$ cat src/rtl/serial_adder_ctrl_if.sv
// Request/result bundle for the bit-serial adder: operands and start in,
// busy/done status plus the held sum and carry out.
interface serial_adder_ctrl_if #(
  parameter int WIDTH = 8
);
  logic             start;
  logic [WIDTH-1:0] a;
  logic [WIDTH-1:0] b;
  logic             busy;
  logic             done;
  logic [WIDTH-1:0] sum;
  logic             cout;

  modport master (output start, a, b, input busy, done, sum, cout);
  modport slave  (input start, a, b, output busy, done, sum, cout);
endinterface

$ cat src/rtl/serial_adder_ctrl.sv
// Bit-serial adder: one LSB-first bit per clock through two cascaded half-add
// stages and a carry OR, sequenced by an IDLE/RUN/DONE controller.
module serial_adder_ctrl #(
  parameter int WIDTH = 8
) (
  input logic                clk,
  input logic                rst,
  serial_adder_ctrl_if.slave bus
);

  localparam int CW = (WIDTH > 1) ? $clog2(WIDTH) : 1;
  localparam logic [CW-1:0] LAST = CW'(WIDTH - 1);
  localparam logic [CW-1:0] ONE  = CW'(1);

  typedef enum logic [1:0] {
    S_IDLE = 2'd0,
    S_RUN  = 2'd1,
    S_DONE = 2'd2
  } state_t;

  state_t           r_state;
  state_t           w_next;
  logic             w_load;
  logic             w_last;

  logic [WIDTH-1:0] r_sa;
  logic [WIDTH-1:0] r_sb;
  logic [WIDTH-1:0] r_sr;
  logic             r_c;
  logic [CW-1:0]    r_cnt;
  logic [WIDTH-1:0] r_sum;
  logic             r_cout;
  logic             r_busy;
  logic             r_done;

  logic             w_p;
  logic             w_g1;
  logic             w_s;
  logic             w_g2;
  logic             w_c_nxt;
  logic [WIDTH-1:0] w_sr_nxt;

  // 1-bit add cell on the current LSBs
  assign w_p      = r_sa[0] ^ r_sb[0];
  assign w_g1     = r_sa[0] & r_sb[0];
  assign w_s      = w_p ^ r_c;
  assign w_g2     = w_p & r_c;
  assign w_c_nxt  = w_g1 | w_g2;
  assign w_sr_nxt = {w_s, r_sr[WIDTH-1:1]};
  assign w_last   = (r_cnt == LAST);

  always_comb begin
    w_next = r_state;
    w_load = 1'b0;
    case (r_state)
      S_IDLE: begin
        if (bus.start) begin
          w_next = S_RUN;
          w_load = 1'b1;
        end
      end
      S_RUN: begin
        if (w_last) w_next = S_DONE;
      end
      S_DONE: begin
        if (bus.start) begin
          w_next = S_RUN;
          w_load = 1'b1;
        end else begin
          w_next = S_IDLE;
        end
      end
      default: w_next = S_IDLE;
    endcase
  end

  always_ff @(posedge clk) begin
    if (rst) begin
      r_state <= S_IDLE;
      r_busy  <= 1'b0;
      r_done  <= 1'b0;
      r_sa    <= '0;
      r_sb    <= '0;
      r_sr    <= '0;
      r_c     <= 1'b0;
      r_cnt   <= '0;
      r_sum   <= '0;
      r_cout  <= 1'b0;
    end else begin
      r_state <= w_next;
      // Status flags are registered decodes of the next state, so they are glitch-free.
      r_busy  <= (w_next == S_RUN);
      r_done  <= (w_next == S_DONE);
      if (w_load) begin
        r_sa  <= bus.a;
        r_sb  <= bus.b;
        r_sr  <= '0;
        r_c   <= 1'b0;
        r_cnt <= '0;
      end else if (r_state == S_RUN) begin
        r_sa <= {1'b0, r_sa[WIDTH-1:1]};
        r_sb <= {1'b0, r_sb[WIDTH-1:1]};
        r_sr <= w_sr_nxt;
        r_c  <= w_c_nxt;
        // Counter parks on the last index so it never wraps mid-operation.
        if (w_last) begin
          r_sum  <= w_sr_nxt;
          r_cout <= w_c_nxt;
        end else begin
          r_cnt <= r_cnt + ONE;
        end
      end
    end
  end

  assign bus.busy = r_busy;
  assign bus.done = r_done;
  assign bus.sum  = r_sum;
  assign bus.cout = r_cout;

endmodule

$ cat src/flat_wrapper.sv
// flat-port wrapper written by rule: the top's interface ports become plain ports
module serial_adder_ctrl_flat 
#(
  parameter int WIDTH = 8
)
  (clk, rst, bus_start, bus_a, bus_b, bus_busy, bus_done, bus_sum, bus_cout);
  serial_adder_ctrl_if #(.WIDTH(WIDTH)) bus_i ();
  input logic clk;
  input logic rst;
  input wire logic [$bits(bus_i.start)-1:0] bus_start;
  input wire logic [$bits(bus_i.a)-1:0] bus_a;
  input wire logic [$bits(bus_i.b)-1:0] bus_b;
  output wire logic [$bits(bus_i.busy)-1:0] bus_busy;
  output wire logic [$bits(bus_i.done)-1:0] bus_done;
  output wire logic [$bits(bus_i.sum)-1:0] bus_sum;
  output wire logic [$bits(bus_i.cout)-1:0] bus_cout;
  assign bus_i.start = bus_start;
  assign bus_i.a = bus_a;
  assign bus_i.b = bus_b;
  assign bus_busy = bus_i.busy;
  assign bus_done = bus_i.done;
  assign bus_sum = bus_i.sum;
  assign bus_cout = bus_i.cout;
  serial_adder_ctrl #(.WIDTH(WIDTH)) u_core (.clk(clk), .rst(rst), .bus(bus_i));
endmodule
$ cat config.mk
export PLATFORM = sky130hd
export DESIGN_NAME = serial_adder_ctrl_flat
export DESIGN_NICKNAME = d
export VERILOG_FILES = /design/src/rtl/serial_adder_ctrl_if.sv /design/src/rtl/serial_adder_ctrl.sv /design/src/flat_wrapper.sv
export SDC_FILE = /design/constraint.sdc
export NUM_CORES = 1
export LEC_CHECK = 0
export ABC_CLOCK_PERIOD_IN_PS = 1800
export CAP_MARGIN = 0
export CORE_UTILIZATION = 23
export DETAILED_ROUTE_END_ITERATION = 6
export SLEW_MARGIN = 20
export SYNTH_ARGS = -nofsm -noshare
export SYNTH_HDL_FRONTEND = slang
export SYNTH_SLANG_ARGS = --single-unit
$ cat constraint.sdc
create_clock -name clk -period 1.8 [get_ports clk]
set_input_delay 0.54 -clock clk [delete_from_list [all_inputs] [get_ports clk]]
set_output_delay 0.54 -clock clk [all_outputs]
set_load 0.005 [all_outputs]
==> flow_summary.ini, run 1 <==
[run_status]
outcome = complete, no violations

[yosys]
synth-simple-area-share = 0.2347
netlist.area_leader.share = 0.5008
netlist_area_mm2 = 0.001599
synthXorXnorAreaFrac = 0.005477
synth-adder-area-share = 0.02817
synth_edf_count = 0
syn_inst = 183
synth_top_area_cell = dfxtp_1
synth_fp_nets = 205
synthFlopType = dfxtp_1
synthTopCellsByArea = dfxtp_1, nand2_1, a21oi_1, nor3_1, nand3_1
ys_types = 25
synth.mux.area_fraction = 0.006260
synthArstFlopShare = 0
ys.warnings.count = 0
synth-compound-area-share = 0.1565
synthTopCellsByCount = dfxtp_1, nand2_1, a21oi_1
yosys_register_bits = 40
synth_top_family_by_area = simple AND/OR/NAND/NOR gates
seq_area_frac_synth = 0.5008
syn_avg_cell_area_um2 = 8.738

[route]
drt_wl_total_um = 3334
vias_per_cell = 4.414
drt-met1-wl_um = 1570
drc_errors = 0
drt_iter0_markers = 97
wl_met3_um = 128
drt-wirelength-per-cell_um = 11.30
firstDrtPassIters = 4
route.met2.wl_um = 1583
num_vias = 1302
drtAntennaViolNets = 0
top_layer_used = met4

[power]
vdd_drop_max_mv = 0.2284
power.density_mw_per_mm2 = 862.6
power_mw = 1.796
power_leakage_nw = 0.7186

[sta]
max-slew-margin-rel = 0.7949
timing.hold.ws_ps = 456.3
final.setup.tns_ps = 0
slew_viol_final = 0
setup_viol = 0
maxClockFrequency_ghz = 0.6027
hold_viol = 0
fin_crit_sh = 0.9218
finalWorstPathRequiredPeriod_ps = 1659
tightest_slew_ps = 306.4
grt_setup_unrepaired = no
clock_skew_ps = 6.331

[finish]
fillers = 727
area_delta_synth_final_pct = 30.20
fin_nets = 236
final_design_area_no_fill_mm2 = 0.002082
layout-drive-gt1-share = 0.1116
insertedDiodeCount = 0

[min_path]
whs_path_depth = 2
hold_class = flop to flop

[worst_setup_path]
cp.depth = 1
slowest_delay_ps = 490
cp-end-kind = output pin
slowest_stage = clkdlybuf4s50_1
crit_chain = clkdlybuf4s50_1
arrival_ps = 1120
r2r.worst_path.cells = 5
cp_max_fo = 2
crit_path_start_kind = flop
cp.buffers_inverters = 1
cp_top_family = buffers and inverters
worstSetupPathType = flop to output pin
critical_path_required_ps = 1260

[die]
die_w_um = 85.38
design.die.area_mm2 = 0.007290
fp-row-count = 30
coreArea_mm2 = 0.006756
initial_core_util = 0.2367
ios = 30
die_h_um = 85.38

[cts]
postCtsResizedCells = 0
clock_sink_count = 40
clock_path_buffers = 2
cts_root_buffer = clkbuf_8
path_clk_slew_ps = 80
numCtsBuffers = 5
ctsHtreeMaxLevel = 2
clk_latency_ps = 290
cts_setup_buffers = 0
ctsHoldBuffers = 0
cts_tree = built

[placed_design]
place_hpwl_um = 2374
placed_area_mm2 = 0.001988
gp_congestion = 0.7626
portBuffers = 29

[global_route]
grt_pass1_vias = 1252
grt_usage = 0.1016
grt_pass1_wl_um = 5671
antenna_found_initial = 0
gr-total-overflow = 0
grt_max_degree = 25

[flow_run]
drv_cap = 0
## sequential cells by signal, summed over array words and instances (netlist names)
name and cells:
u_core.r_sa 8, u_core.r_c 1, u_core.r_sb 8, u_core.bus.cout 1, u_core.bus.sum 8, u_core.r_cnt 3
u_core.r_state 2, u_core.bus.busy 1, u_core.bus.done 1, u_core.r_sr 7
## cells in the final DEF, fill, tap and decap left out, drive strengths merged
| cell type | count |
|---|---|
| nand3b | 1 |
| mux2i | 1 |
| nor3 | 13 |
| a21oi | 22 |
| fa | 1 |
| dfxtp | 40 |
| buf | 11 |
| nand2 | 40 |
| o22ai | 6 |
| a311oi | 6 |
| ha | 2 |
| nor2b | 1 |
| a22oi | 2 |
| o21ai | 2 |
| clkinvlp | 1 |
| nor2 | 12 |
| nand3 | 12 |
| clkbuf | 7 |
| clkdlybuf4s50 | 29 |
| nor3b | 1 |
| nand2b | 3 |
| and2b | 1 |
| xnor2 | 1 |
## worst paths after layout
| check | to | slack (ps) | start |
|---|---|---|---|
| min reg2reg | u_core.bus.sum[7] | 460 | u_core.bus.sum[7] |
| max reg2reg | u_core.bus.busy | 400 | u_core.r_cnt[0] |
| max | bus_sum[5] | 140 | u_core.bus.sum[5] |
| min | u_core.bus.sum[7] | 460 | u_core.bus.sum[7] |
## cell type report
type	count	area, um2	share of cell area
Multi-Input combinational cell	127	689.4	0.3311
Tap cell	80	100.1	0.04808
Clock buffer	7	86.33	0.04147
Sequential cell	40	800.8	0.3846
Timing Repair Buffer	40	397.9	0.1911
Clock inverter	1	7.507	0.003606
## layer usage
| metal | GRT usage | vias up |
|---|---|---|
| met3 | 0.03016 | 5 |
| met1 | 0.1228 | 594 |
| li1 | - | 687 |
| met5 | 0 | - |
| met2 | 0.1650 | 16 |
| met4 | 0.05000 | 0 |
## through the flow
| stage | util | setup slack, ps | cells |
|---|---|---|---|
| after floorplan | - | 463.4 | 183 |
| after global placement | 0.2943 | 89.36 | 287 |
| after detailed placement | 0.2943 | 70.71 | 287 |
| after CTS | 0.3081 | 118.6 | 295 |
| after global routing | 0.3081 | 79.80 | 295 |
| final | 0.3081 | 140.8 | 295 |
## logic make-up (layout without fill, tap and decap cells)
group                    after synthesis  count (layout)
buffers and inverters                 16              48
XOR/XNOR                               1               1
multiplexers                           1               1
adder cells (fa/ha/maj)                3               3
flip-flops                            40              40
AND/OR/NAND/NOR                       84              84
AO/OA/AOI/OAI                         38              38
## where the power goes
group | switching (mW) | internal (mW) | total, mW
clock | 0.312 | 0.312 | 0.624
sequential | 0.0225 | 0.924 | 0.946
combinational | 0.111 | 0.114 | 0.226
total | 0.446 | 1.35 | 1.80
(Power assumes the default switching activity.)
==> run 2: changes to the inputs <==
--- a/config.mk
+++ b/config.mk
@@ -6,7 +6,7 @@
 export NUM_CORES = 1
 export LEC_CHECK = 0
 export ABC_CLOCK_PERIOD_IN_PS = 1800
-export CAP_MARGIN = 0
+export CAP_MARGIN = 30
 export CORE_UTILIZATION = 23
 export DETAILED_ROUTE_END_ITERATION = 6
 export SLEW_MARGIN = 20
==> results of run 2 <==
The final DEF is identical to that of run 1; final timing and power are the same.
==> run 3: changes to the inputs <==
--- a/config.mk
+++ b/config.mk
@@ -7,6 +7,7 @@
 export LEC_CHECK = 0
 export ABC_CLOCK_PERIOD_IN_PS = 1800
 export CAP_MARGIN = 30
+export CORE_ASPECT_RATIO = 1.25
 export CORE_UTILIZATION = 23
 export DETAILED_ROUTE_END_ITERATION = 6
 export SLEW_MARGIN = 20
==> run 3 against run 2 <==
  * Global-route usage up 0.31 points
  * Final cell count up 0.68%
  * Critical endpoint is now bus_sum[7]
  * Largest power group unchanged
  * Clock-buffer cell count down 2
==> flow_summary.ini, run 3 (synthesis results as in run 1) <==
[run_status]
outcome = complete, no violations

[cts]
numCtsBuffers = 5
clock_path_buffers = 2
path_clk_slew_ps = 70
clock_sink_count = 40
cts_tree = built
cts_setup_buffers = 0
ctsHoldBuffers = 0
ctsHtreeMaxLevel = 2
clk_latency_ps = 290
cts_root_buffer = clkbuf_8
postCtsResizedCells = 0

[die]
design.die.area_mm2 = 0.007291
die_w_um = 76.58
ios = 30
fp-row-count = 33
die_h_um = 95.22
initial_core_util = 0.2405
coreArea_mm2 = 0.006648

[placed_design]
pre_cts_ws_ps = -5.477
portBuffers = 29
dp.cells = 292
place_hpwl_um = 2296
gp_congestion = 0.7199
placed_area_mm2 = 0.001969

[worst_setup_path]
cp.buffers_inverters = 1
slowest_stage = clkdlybuf4s50_1
cp-end-kind = output pin
critical_path_required_ps = 1260
worstSetupPathType = flop to output pin
crit_path_start_kind = flop
cp_top_family = buffers and inverters
slowest_delay_ps = 510
crit_chain = clkdlybuf4s50_1
arrival_ps = 1120
cp_max_fo = 2

[route]
num_vias = 1314
drt-wirelength-per-cell_um = 11.76
vias_per_cell = 4.424
firstDrtPassIters = 4
drt_wl_total_um = 3492
drc_errors = 0
drtAntennaViolNets = 0
drt_iter0_markers = 78

[sta]
fin_crit_sh = 0.9249
setup_viol = 0
final.setup.tns_ps = 0
timing.hold.ws_ps = 455.5
maxClockFrequency_ghz = 0.6007
finalWorstPathRequiredPeriod_ps = 1665
grt_setup_unrepaired = no
slew_viol_final = 0
max-slew-margin-rel = 0.6951
tightest_slew_ps = 455.9
clock_skew_ps = 3.127
hold_viol = 0
layout_setup_ws_ps = 135.2

[power]
power_leakage_nw = 0.6954
power.density_mw_per_mm2 = 832.1
vdd_drop_max_mv = 0.4092
power_mw = 1.696

[flow_run]
drv_cap = 0

[global_route]
grt_usage = 0.1047
antenna_found_initial = 0
grt_pass1_wl_um = 5947
grt_pass1_vias = 1322
grt_max_degree = 22
gr-total-overflow = 0

[finish]
area_delta_synth_final_pct = 27.46
fillers = 708
insertedDiodeCount = 0
layoutNonFillerInstCount = 297
layout-drive-gt1-share = 0.09524
fin_nets = 234
mostFrequentLayoutCells = nand2_1, dfxtp_1, clkdlybuf4s50_1
fin_util = 0.3066
final_design_area_no_fill_mm2 = 0.002038

[min_path]
hold_class = flop to flop
[run 3: cell types whose count changed in the layout (fill, tap and decap cells not counted)]
cell / change
buf_4: -1
clkbuf_8: -1
buf_12: -1
clkbuf_1: -1
clkinvlp_4: -1
[run 3: final timing paths]
kind | endpoint | slack (ps) | depth (start not counted) | startpoint
max reg2reg | u_core.bus.sum[2] | 350 | 5 | u_core.r_cnt[0]
min | u_core.bus.cout | 460 | 2 | u_core.bus.cout
min reg2reg | u_core.bus.cout | 460 | 2 | u_core.bus.cout
max | bus_sum[7] | 140 | 1 | u_core.bus.sum[7]
[run 3: final cells by class]
type | instances | area (um2) | area share
Tap cell | 87 | 108.9 | 0.05341
Timing Repair Buffer | 38 | 370.4 | 0.1817
Clock buffer | 5 | 68.82 | 0.03376
Sequential cell | 40 | 800.8 | 0.3929
Multi-Input combinational cell | 127 | 689.4 | 0.3382
[run 3: layer usage]
metal | track usage | share of wire | vias to the layer above
met5 | 0 | 0 | -
met4 | 0.04808 | 0.013 | 0
met3 | 0.03062 | 0.065 | 6
met2 | 0.1712 | 0.45 | 31
met1 | 0.1275 | 0.47 | 599
li1 | - | - | 678
[run 3: where the power goes]
group / total, mW / leakage [nW] / internal, mW / switching (mW)
clock: 0.527 / 0.0359 / 0.250 / 0.278
sequential: 0.946 / 0.326 / 0.924 / 0.0220
combinational: 0.223 / 0.333 / 0.109 / 0.114
